==> src/rtl/enigma_ps2_pkg.sv <==
// Shared definitions for the PS/2 set-2 to ASCII decoder: scan constants,
// decoder FSM states, ASCII control codes and the make-code lookup.
package enigma_ps2_pkg;

  localparam logic [7:0] SC_BREAK  = 8'hF0;
  localparam logic [7:0] SC_EXT    = 8'hE0;
  localparam logic [7:0] SC_LSHIFT = 8'h12;
  localparam logic [7:0] SC_RSHIFT = 8'h59;
  localparam logic [7:0] SC_CAPS   = 8'h58;

  localparam logic [7:0] ASCII_CR = 8'h0D;
  localparam logic [7:0] ASCII_BS = 8'h08;
  localparam logic [7:0] ASCII_SP = 8'h20;

  typedef enum logic [1:0] {
    IDLE,
    BREAK,
    EXT,
    EXT_BREAK
  } ps2_state_e;

  // Returns the ASCII code for a make code, or 8'h00 when unmapped.
  // Letters come out uppercase when 'upper' is set, lowercase otherwise.
  function automatic logic [7:0] scan_to_ascii(input logic [7:0] code,
                                               input logic       upper);
    logic [7:0] ch;
    logic       letter;
    ch     = 8'h00;
    letter = 1'b1;
    case (code)
      8'h1C: ch = 8'h41; // A
      8'h32: ch = 8'h42; // B
      8'h21: ch = 8'h43; // C
      8'h23: ch = 8'h44; // D
      8'h24: ch = 8'h45; // E
      8'h2B: ch = 8'h46; // F
      8'h34: ch = 8'h47; // G
      8'h33: ch = 8'h48; // H
      8'h43: ch = 8'h49; // I
      8'h3B: ch = 8'h4A; // J
      8'h42: ch = 8'h4B; // K
      8'h4B: ch = 8'h4C; // L
      8'h3A: ch = 8'h4D; // M
      8'h31: ch = 8'h4E; // N
      8'h44: ch = 8'h4F; // O
      8'h4D: ch = 8'h50; // P
      8'h15: ch = 8'h51; // Q
      8'h2D: ch = 8'h52; // R
      8'h1B: ch = 8'h53; // S
      8'h2C: ch = 8'h54; // T
      8'h3C: ch = 8'h55; // U
      8'h2A: ch = 8'h56; // V
      8'h1D: ch = 8'h57; // W
      8'h22: ch = 8'h58; // X
      8'h35: ch = 8'h59; // Y
      8'h1A: ch = 8'h5A; // Z
      default: begin
        letter = 1'b0;
        case (code)
          8'h45: ch = 8'h30;
          8'h16: ch = 8'h31;
          8'h1E: ch = 8'h32;
          8'h26: ch = 8'h33;
          8'h25: ch = 8'h34;
          8'h2E: ch = 8'h35;
          8'h36: ch = 8'h36;
          8'h3D: ch = 8'h37;
          8'h3E: ch = 8'h38;
          8'h46: ch = 8'h39;
          8'h29: ch = ASCII_SP;
          8'h5A: ch = ASCII_CR;
          8'h66: ch = ASCII_BS;
          default: ch = 8'h00;
        endcase
      end
    endcase
    if (letter && !upper) begin
      ch = ch + 8'h20;
    end
    return ch;
  endfunction

endpackage

==> src/rtl/char_fifo.sv <==
// Synchronous first-word-fall-through FIFO. data_o shows the head entry
// while non-empty and zero when empty. A push while full is accepted only
// if a pop happens in the same cycle.
module char_fifo #(
  parameter int unsigned DEPTH = 4,
  parameter int unsigned WIDTH = 8
) (
  input  logic                       clk_i,
  input  logic                       rst_i,
  input  logic                       push_i,
  input  logic                       pop_i,
  input  logic [WIDTH-1:0]           data_i,
  output logic [WIDTH-1:0]           data_o,
  output logic                       full_o,
  output logic                       empty_o,
  output logic [$clog2(DEPTH+1)-1:0] count_o
);

  localparam int unsigned AW = (DEPTH > 1) ? $clog2(DEPTH) : 1;
  localparam int unsigned CW = $clog2(DEPTH + 1);

  logic [WIDTH-1:0] mem_q [DEPTH];
  logic [AW-1:0]    wr_ptr_q, wr_ptr_d;
  logic [AW-1:0]    rd_ptr_q, rd_ptr_d;
  logic [CW-1:0]    count_q, count_d;
  logic             do_push, do_pop;

  assign empty_o = (count_q == '0);
  assign full_o  = (count_q == CW'(DEPTH));
  assign count_o = count_q;
  assign do_pop  = pop_i && !empty_o;
  assign do_push = push_i && (!full_o || do_pop);
  assign data_o  = empty_o ? '0 : mem_q[rd_ptr_q];

  // Pointer and occupancy next-state; pointers wrap at the power-of-2 depth.
  always_comb begin
    wr_ptr_d = wr_ptr_q;
    rd_ptr_d = rd_ptr_q;
    count_d  = count_q;
    if (do_push) wr_ptr_d = wr_ptr_q + AW'(1);
    if (do_pop)  rd_ptr_d = rd_ptr_q + AW'(1);
    case ({do_push, do_pop})
      2'b10:   count_d = count_q + CW'(1);
      2'b01:   count_d = count_q - CW'(1);
      default: count_d = count_q;
    endcase
  end

  // Pointer and count registers.
  always_ff @(posedge clk_i) begin
    if (rst_i) begin
      wr_ptr_q <= '0;
      rd_ptr_q <= '0;
      count_q  <= '0;
    end else begin
      wr_ptr_q <= wr_ptr_d;
      rd_ptr_q <= rd_ptr_d;
      count_q  <= count_d;
    end
  end

  // Storage write; contents are don't-care until the count covers them.
  always_ff @(posedge clk_i) begin
    if (do_push) begin
      mem_q[wr_ptr_q] <= data_i;
    end
  end

endmodule

==> src/rtl/ps2_ascii_decoder.sv <==
// PS/2 set-2 scan byte stream to ASCII character FIFO.
// Tracks break/extended prefixes, Shift and Caps Lock, and buffers the
// produced characters behind a valid/ready interface.
// Optional macro ENIGMA_REPEAT_FILTER_EN suppresses typematic repeats of
// the last emitting key until its break code arrives.
module ps2_ascii_decoder
  import enigma_ps2_pkg::*;
#(
  parameter int unsigned FIFO_DEPTH   = 4,
  parameter int unsigned LETTERS_ONLY = 0
) (
  input  logic                            clock,
  input  logic                            reset,
  input  logic [7:0]                      scan_code,
  input  logic                            scan_valid,
  output logic [7:0]                      ascii_data,
  output logic                            ascii_valid,
  input  logic                            ascii_ready,
  output logic [$clog2(FIFO_DEPTH+1)-1:0] fifo_count,
  output logic                            shift_active,
  output logic                            caps_lock,
  output logic                            overflow
);

  ps2_state_e state_q, state_d;
  logic       lshift_q, lshift_d;
  logic       rshift_q, rshift_d;
  logic       caps_q, caps_d;
  logic       overflow_q, overflow_d;
  logic       make_valid, break_valid;
  logic       upper;
  logic [7:0] mapped;
  logic       char_req, filter_drop, push_req;
  logic       fifo_full, fifo_empty, pop;

  assign shift_active = lshift_q | rshift_q;
  assign caps_lock    = caps_q;
  assign overflow     = overflow_q;
  assign ascii_valid  = !fifo_empty;
  assign pop          = ascii_valid && ascii_ready;

  // Prefix FSM plus Shift/Caps tracking; advances only on strobed bytes.
  always_comb begin
    state_d     = state_q;
    lshift_d    = lshift_q;
    rshift_d    = rshift_q;
    caps_d      = caps_q;
    make_valid  = 1'b0;
    break_valid = 1'b0;
    if (scan_valid) begin
      case (state_q)
        IDLE: begin
          if (scan_code == SC_BREAK) begin
            state_d = BREAK;
          end else if (scan_code == SC_EXT) begin
            state_d = EXT;
          end else begin
            make_valid = 1'b1;
            if (scan_code == SC_LSHIFT) lshift_d = 1'b1;
            if (scan_code == SC_RSHIFT) rshift_d = 1'b1;
            if (scan_code == SC_CAPS)   caps_d   = ~caps_q;
          end
        end
        BREAK: begin
          if (scan_code != SC_BREAK) begin
            state_d     = IDLE;
            break_valid = 1'b1;
            if (scan_code == SC_LSHIFT) lshift_d = 1'b0;
            if (scan_code == SC_RSHIFT) rshift_d = 1'b0;
          end
        end
        EXT: begin
          if (scan_code == SC_BREAK) begin
            state_d = EXT_BREAK;
          end else if (scan_code != SC_EXT) begin
            state_d = IDLE;
          end
        end
        default: state_d = IDLE;
      endcase
    end
  end

  // Character lookup uses the Shift/Caps state from before this byte.
  always_comb begin
    upper  = (LETTERS_ONLY != 0) ? 1'b1 : (shift_active ^ caps_q);
    mapped = scan_to_ascii(scan_code, upper);
    if ((LETTERS_ONLY != 0) && !(mapped >= 8'h41 && mapped <= 8'h5A)) begin
      mapped = 8'h00;
    end
    char_req = make_valid && (mapped != 8'h00);
  end

`ifdef ENIGMA_REPEAT_FILTER_EN
  logic [7:0] held_code_q, held_code_d;
  logic       held_q, held_d;

  // Typematic filter: drop a make matching the still-held emitting key.
  always_comb begin
    held_code_d = held_code_q;
    held_d      = held_q;
    filter_drop = 1'b0;
    if (char_req) begin
      if (held_q && (scan_code == held_code_q)) begin
        filter_drop = 1'b1;
      end else begin
        held_code_d = scan_code;
        held_d      = 1'b1;
      end
    end else if (break_valid && held_q && (scan_code == held_code_q)) begin
      held_d = 1'b0;
    end
  end

  // Held-key register.
  always_ff @(posedge clock) begin
    if (reset) begin
      held_code_q <= '0;
      held_q      <= 1'b0;
    end else begin
      held_code_q <= held_code_d;
      held_q      <= held_d;
    end
  end
`else
  assign filter_drop = 1'b0;
`endif

  assign push_req   = char_req && !filter_drop;
  assign overflow_d = overflow_q | (push_req && fifo_full && !pop);

  // Decoder state registers; overflow is sticky until reset.
  always_ff @(posedge clock) begin
    if (reset) begin
      state_q    <= IDLE;
      lshift_q   <= 1'b0;
      rshift_q   <= 1'b0;
      caps_q     <= 1'b0;
      overflow_q <= 1'b0;
    end else begin
      state_q    <= state_d;
      lshift_q   <= lshift_d;
      rshift_q   <= rshift_d;
      caps_q     <= caps_d;
      overflow_q <= overflow_d;
    end
  end

  char_fifo #(
    .DEPTH (FIFO_DEPTH),
    .WIDTH (8)
  ) u_fifo (
    .clk_i   (clock),
    .rst_i   (reset),
    .push_i  (push_req),
    .pop_i   (pop),
    .data_i  (mapped),
    .data_o  (ascii_data),
    .full_o  (fifo_full),
    .empty_o (fifo_empty),
    .count_o (fifo_count)
  );

endmodule

==> config.mk <==
export PLATFORM = sky130hd
export DESIGN_NAME = ps2_ascii_decoder
export DESIGN_NICKNAME = d
export VERILOG_FILES = /design/src/rtl/enigma_ps2_pkg.sv /design/src/rtl/char_fifo.sv /design/src/rtl/ps2_ascii_decoder.sv
export SDC_FILE = /design/constraint.sdc
export NUM_CORES = 1
export LEC_CHECK = 0
export ABC_AREA = 0
export BUFFER_PORTS_ARGS = -buffer_cell sky130_fd_sc_hd__clkbuf_2
export CORE_MARGIN = 3
export CORE_UTILIZATION = 45
export DETAILED_ROUTE_END_ITERATION = 7
export PLACE_DENSITY = 0.65
export SETUP_SLACK_MARGIN = 0.02
export SYNTH_ARGS = -nofsm -noshare
export SYNTH_HDL_FRONTEND = slang
export SYNTH_HIERARCHICAL = 1
export SYNTH_SLANG_ARGS = --single-unit
==> constraint.sdc <==
create_clock -name clock -period 3.5 [get_ports clock]
set_input_delay 0.525 -clock clock [delete_from_list [all_inputs] [get_ports clock]]
set_output_delay 0.525 -clock clock [all_outputs]
set_load 0.005 [all_outputs]
==> impl_results.md, run 1 <==
* Clock sink total at between 40 and 50
* Design Area, Final at 3540 um2
* Reg-to-reg endpoint: u_fifo/count_o[2]
* Antenna-violating nets left at 0
* Worst hold endpoint: state_q[1]
* CTS Buffer Depth at 2
* Period utilisation layout at between 90 and 100%
* Max IR drop VDD at between 0.0001 and 0.00015 V
* Port buffer count at 26
* Total GRT Usage at a little under a fifth
* Register bit total from synthesis at 47
* Number of global-route vias before repair at approximately 2.1k
* Total area of sequential cells at 1260 um2
* Crit. Startpoint: scan_code[4]
* Worst-Skew Late Latency at about 300 ps
* Drt pass-1 iters at 4
* DP HPWL at 5.01 mm
* Layout cell share with drive strength beyond 1 at 28.7%
* Mean post-synth cell area at 10.6 um2
* Syn Std Cell Area at 3060 um2
* Fmax at 309 MHz
* Setup CP Type: primary input to flop
* CTS buffer count at 5
* Most numerous cell in the Yosys netlist: edfxtp_1
* Std-Cell Rows at 29
* RSZ-0062 raised after global routing: false
* Reg2reg setup slack at 1020 ps
* Sequential share of the synthesized area at approximately two fifths
* Max Cap Viol at 0
* Worst Hold Class: primary input to flop
* Post-synth top cells: edfxtp_1 (32), nor2_1 (20), dfxtp_1 (15), nor2b_1 (15), a21oi_1 (14)
* Leading area contributor after synthesis: edfxtp_1
* H-tree levels at 2
* Initial Util at between 40 and 50%
* WL per Instance at ~16 um
* Die area at just under 8000 um2
* Routed WL at ~6.7 mm
* Hold depth at 2
* Critical path arrival at 3460 ps
* Via density at about 5.7
* Area of the multi-input gates at 1620 um2
* Root buffer cell: clkbuf_8
* Pleak at approximately 0.0013 uW
* Hold Startpoint: scan_valid
* Area contributors post-synth: edfxtp_1 (31%), dfxtp_1 (9.8%), mux4_2 (5.9%)
* Number of flops mapped to enable cells by yosys at 32
* Slew headroom at 62.3%
* Final setup vio count at 0
* Initial DRC Count at between 150 and 200
* Clock period minus worst slack at roughly 3200 ps
* DIE WIDTH at between 80 and 90 um
* GR Overflow Total at 0
* R2r startpoint: u_fifo/count_o[0]
* CTS clk-pin slew, worst paths at around 80 ps
* Final estimated routing congestion in global placement at 0.862
* Final hold viol count at 0
* Ys Warns at 6
* Pin count of the biggest net entering global routing at 23
* PD cells at 324 nW/um2
* CTS tree: yes
* Status: completed
* DRC at 0
* Number of I/O pins at 27
* Initial antenna violation count at 0
* Crit-path max FO at 21
* Startpoint Class: primary input
* Final slew viol count at 0
* Nets@finish at ~360
* Placed cell area at approximately 3400 um2
* DIE HEIGHT at ~88 um
* Hold_ws at 478 ps
* R2R depth at 11
* Synth-to-Final Area Change at 15.6%
* N_diodes at 0
* Crit end category: flop
* Post-synthesis cell count at slightly below 300
* Post-synth ARST share at 0%
* Fillers at a little under 600
* Commonest register cell after synthesis: edfxtp_1
* Worst Clk Skew at a little under 8 ps
* Setup bufs post-CTS at 0
* Hold_buf cts at 0
* Total core area at 6460 um2
* Unique cell type count in the Yosys netlist at 67
* Worst-Margin Slew at roughly 570 ps
* Worst endpoint required time at around 3700 ps
* Post-synth top area share at 31.4%
* Via count at ~2.4k
* Post-CTS Resized at 0
* First-pass GRT wire length at between 10 and 15 mm
[worst max-delay path: stages]
cell and delay (ps):
clkbuf_2 350, or4bb_1 550, nor3_1 280, a311oi_2 90, nor4b_2 190, nand4_1 130, and2_1 130, a21boi_2 160
inv_1 50, ha_1 210, inv_1 70, fa_1 180, xor2_1 80, or3_1 310, a21oi_1 150
[layer usage]
layer / global-route usage, % / share of wire (%) / vias to the layer above
met5: 0 / 0 / -
met4: 5.08 / 1.3 / 0
met3: 3.07 / 5.6 / 9
met2: 30.1 / 48 / 77
met1: 24.4 / 45 / 1105
li1: - / - / 1183
[where the power goes]
part | switching, uW | internal, uW
sequential | 5.60 | 602
combinational | 102 | 79.2
clock | 174 | 184
total | 281 | 866
[flip-flops by register name, summed over array words and instances (netlist names), named ones only]
signal / cells
u_fifo/rd_ptr_q: 2
state_q: 2
u_fifo/mem_q: 32
caps_lock: 1
lshift_q: 1
overflow: 1
u_fifo/wr_ptr_q: 2
u_fifo/count_o: 3
rshift_q: 1
[cell type report]
cell class	count	area share [%]
clock buffers	7	2.76
multi-input cells	212	45.9
inverters	13	1.38
clock inverters	1	0.212
well taps	77	2.72
repair buffers	62	11.3
flip-flops and latches	47	35.7
[metrics by stage]
stage	setup WS, ps	total power, uW	TNS [ps]	std cells	util (%)
2_1_floorplan	223	738	0	292	-
3_3_place_gp	34.6	799	0	411	53.1
3_5_place_dp	-8.67	800	-8.67	411	53.1
4_1_cts	290	1160	0	419	54.7
5_1_grt	27.1	1200	0	419	54.7
6_report	265	1150	0	419	54.7
[cell usage in the layout (no fill, tap or decap), types with 4 or more instances in the layout]
| master | instances |
|---|---|
| inv_1 | 13 |
| mux4_2 | 8 |
| edfxtp_1 | 32 |
| xor2_1 | 4 |
| clkbuf_2 | 26 |
| nand2b_1 | 6 |
| dfxtp_1 | 15 |
| nand3_1 | 9 |
| or3_1 | 5 |
| nor3_1 | 5 |
| a21oi_1 | 14 |
| nand4_1 | 5 |
| ha_1 | 5 |
| nor2b_1 | 15 |
| clkbuf_8 | 5 |
| and2_1 | 5 |
| mux2i_1 | 7 |
| o22ai_1 | 5 |
| nor4b_2 | 5 |
| nand2_1 | 13 |
| buf_4 | 36 |
| nor3b_1 | 5 |
| nor2_1 | 20 |
| conb_1 | 4 |
| o21ai_0 | 6 |
[kinds of logic (layout without fill, tap and decap cells)]
logic type,Yosys count,count (layout),share of synthesized area [%]
simple gates,129,129,27.8
flops,47,47,41.2
compound gates,52,52,11.9
mux,16,16,8.67
xor+xnor,5,5,1.43
other cells,1,4,0.123
buf+inv,33,83,6.22
fa+ha+maj,6,6,2.70
[worst max-delay path by stage]
stage          slack (ps)  cells past startpoint                end
3_3_place_gp           30                     16  u_fifo/count_o[2]
3_5_place_dp           -9                     15  u_fifo/count_o[2]
6_report              270                     15  u_fifo/count_o[2]
5_1_grt                30                     15  u_fifo/count_o[2]
4_1_cts               290                     15  u_fifo/count_o[2]
2_1_floorplan         220                     16  u_fifo/count_o[2]
Power figures use the tool's default switching activity.
==> run 2: changes to the inputs <==
--- a/config.mk
+++ b/config.mk
@@ -9,6 +9,7 @@
 export BUFFER_PORTS_ARGS = -buffer_cell sky130_fd_sc_hd__clkbuf_2
 export CORE_MARGIN = 3
 export CORE_UTILIZATION = 45
+export CTS_BUF_LIST = sky130_fd_sc_hd__clkbuf_4 sky130_fd_sc_hd__clkbuf_8
 export DETAILED_ROUTE_END_ITERATION = 7
 export PLACE_DENSITY = 0.65
 export SETUP_SLACK_MARGIN = 0.02
==> run 2 against run 1 <==
Register-to-register slack about the same. First-iteration DRC count decreased by 5.7%. Clock power rose by 11%. Clock skew rose by 0.55 ps. Non-clock buffer count stayed put. Largest cell class unchanged. Highest routed layer unchanged.
==> impl_results.md, run 2 (synthesis gave the netlist of run 1 again) <==
* Initial Util at 47.4% (unchanged)
* Biggest register: u_fifo/mem_q
* Worst slack at placement at -8.67 ps (unchanged)
* CTS buffer count at 5 (unchanged)
* Nets@finish at 359 (unchanged)
* Final estimated routing congestion in global placement at 0.862 (unchanged)
* Setup CP Type: primary input to flop
* CTS tree: yes
* Via count at 2366 (-0.34%)
* Switching power at 283 uW (+0.59%)
* Clock power share at 33.5% (+2.2 points)
* Slowest cell on the critical path: fa_1
* DRC at 0 (unchanged)
* Slew headroom at 62.5% (+0.24 points)
* Status: completed
* R2R depth at 11 (unchanged)
* Period utilisation layout at 92.2% (-0.24 points)
* N_diodes at 0 (unchanged)
* Crit-path max FO at 19 (-9.5%)
* Post-CTS Resized at 0 (unchanged)
* R2r startpoint: u_fifo/count_o[0]
* Drt pass-1 iters at 4 (unchanged)
* Worst endpoint required time at 3720 ps (about the same)
* Total core area at 6460 um2 (unchanged)
* Port buffer count at 26 (unchanged)
* Pin count of the biggest net entering global routing at 23 (unchanged)
* Critical path arrival at 3450 ps (about the same)
* Pwr Total at 1180 uW (+3.3%)
* Combinational share of power at 15.3% (-0.5 points)
* Final WS setup at 274 ps (+8.54 ps)
* GR Overflow Total at 0 (unchanged)
* Total area of sequential cells at 1260 um2 (unchanged)
* Pleak at 0.00130 uW (+0.40%)
* Initial antenna violation count at 0 (unchanged)
* Most frequent cells in the layout: buf_4 (36), edfxtp_1 (32), clkbuf_2 (26)
* Worst Clk Skew at 8.25 ps (+0.550 ps)
* H-tree levels at 2 (unchanged)
* Final core utilization at 54.9% (+0.14 points)
* Number of global-route vias before repair at 2150 (+0.14%)
* Internal power at 902 uW (+4.2%)
* Final setup vio count at 0 (unchanged)
* CTS clk-pin slew, worst paths at 80 ps (about the same)
* Most used cell along the critical path: inv_1
* DIE HEIGHT at 88.5 um (unchanged)
* DIE WIDTH at 88.5 um (unchanged)
* Total GRT Usage at 18.2% (+0.10 points)
* Via density at 5.65 (-0.34%)
* Max IR drop VDD at 0.000142 V (+0.29%)
* Area of the multi-input gates at 1620 um2 (unchanged)
* Worst-Skew Late Latency at 300 ps (about the same)
* Reg2reg setup slack at 1020 ps (about the same)
* Sequential fraction of design power at 51.3% (-1.7 points)
* Worst-Margin Slew at 561 ps (-4.29 ps)
* Die area at 7820 um2 (unchanged)
* Max Cap Viol at 0 (unchanged)
* Hold_buf cts at 0 (unchanged)
* Worst Hold Class: primary input to flop
* Reg-to-reg endpoint: u_fifo/count_o[2]
* Layout cell share with drive strength beyond 1 at 28.9% (+0.29 points)
* Max reg flops at 32 (unchanged)
* Crit-path max cell delay at 380 ps (-170 ps)
* Startpoint Class: primary input
* Sw frac at 23.9% (-0.65 points)
* Synth-to-Final Area Change at 15.9%
* Crit. Startpoint: scan_code[2]
* Clock period minus worst slack at 3230 ps (-8.54 ps)
* Root buffer cell: clkbuf_8
* CP cell instances: clkbuf_2 -> nand2b_1 -> or4_1 -> o22ai_1 -> nor4b_2 -> nand4_1 -> and2_1 -> a21boi_2 -> inv_1 -> ha_1 -> inv_1 -> fa_1 -> xor2_1 -> or3_1 -> a21oi_1
* Commonest non-fill, non-tap cell in the layout: buf_4
* Initial DRC Count at 149 (-5.7%)
* Crit end category: flop
* First-pass GRT wire length at 11.0 mm (+0.45%)
* Final hold viol count at 0 (unchanged)
* Fmax at 310 MHz (+0.26%)
* Final slew viol count at 0 (unchanged)
* CTS Buffer Depth at 2 (unchanged)
* PD cells at 334 nW/um2 (+3.1%)
* Clock sink total at 47 (unchanged)
* DP HPWL at 5.01 mm (unchanged)
* RSZ-0062 raised after global routing: false
* Routed WL at 6.71 mm (+0.19%)
* Std-Cell Rows at 29 (unchanged)
* Fillers at 584 (unchanged)
* CP endpoint: u_fifo/count_o[2]
* Hold_ws at 477 ps (-0.101 ps)
* Antenna-violating nets left at 0 (unchanged)
* Setup bufs post-CTS at 0 (unchanged)
* Number of I/O pins at 27 (unchanged)
* WL per Instance at 16.0 um (+0.19%)
run 2: cell count changes in the layout (fill, tap and decap cells not counted), sizes merged:
cell | before | now
bufinv | 0 | 1
clkbuf | 33 | 32
run 2: per-stage QoR:
step | cells | TNS (ps) | area (um2)
2_1_floorplan | 292 | 0 | 3070
3_3_place_gp | 411 | 0 | 3430
3_5_place_dp | 411 | -8.67 | 3430
4_1_cts | 419 | 0 | 3540
5_1_grt | 419 | 0 | 3540
6_report | 419 | 0 | 3540
run 2: worst max-delay path, delay by kind of cell:
family / cells / cell delay, ps
adder cells (fa/ha/maj): 2 / 540
XOR/XNOR: 1 / 160
buffers and inverters: 3 / 370
AND/OR/NAND/NOR: 6 / 1400
AO/OA/AOI/OAI: 3 / 460
run 2: worst min-delay path by stage:
stage,startpoint,end,slack [ps],cells after the start
floorplan,lshift_q,lshift_q,460,2
global placement,rshift_q,rshift_q,470,2
detailed placement,overflow,overflow,480,1
CTS,scan_valid,state_q[1],460,2
global route,scan_valid,state_q[1],490,2
finish,scan_valid,state_q[1],480,2
run 2: layout make-up:
class / instances / share of cell area, %
Multi-Input combinational cell: 212 / 45.8
Sequential cell: 47 / 35.6
Timing Repair Buffer: 62 / 11.3
Tap cell: 77 / 2.72
Clock buffer: 6 / 2.15
Inverter: 13 / 1.38
Clock inverter: 2 / 1.06
run 2: metal layers:
layer  part of all wire [%]  global-route usage [%]
met1                     45                    24.5
met2                     49                    30.3
met3                    5.4                    3.07
met4                   0.80                    5.08
met5                      0                       0
run 2: power by group through the flow:
stage	sequential, uW	combinational, uW	clock (uW)
floorplan	619	119	0
global placement	620	179	0
detailed placement	621	180	0
global route	609	200	432
finish	608	181	397
CTS	608	180	413
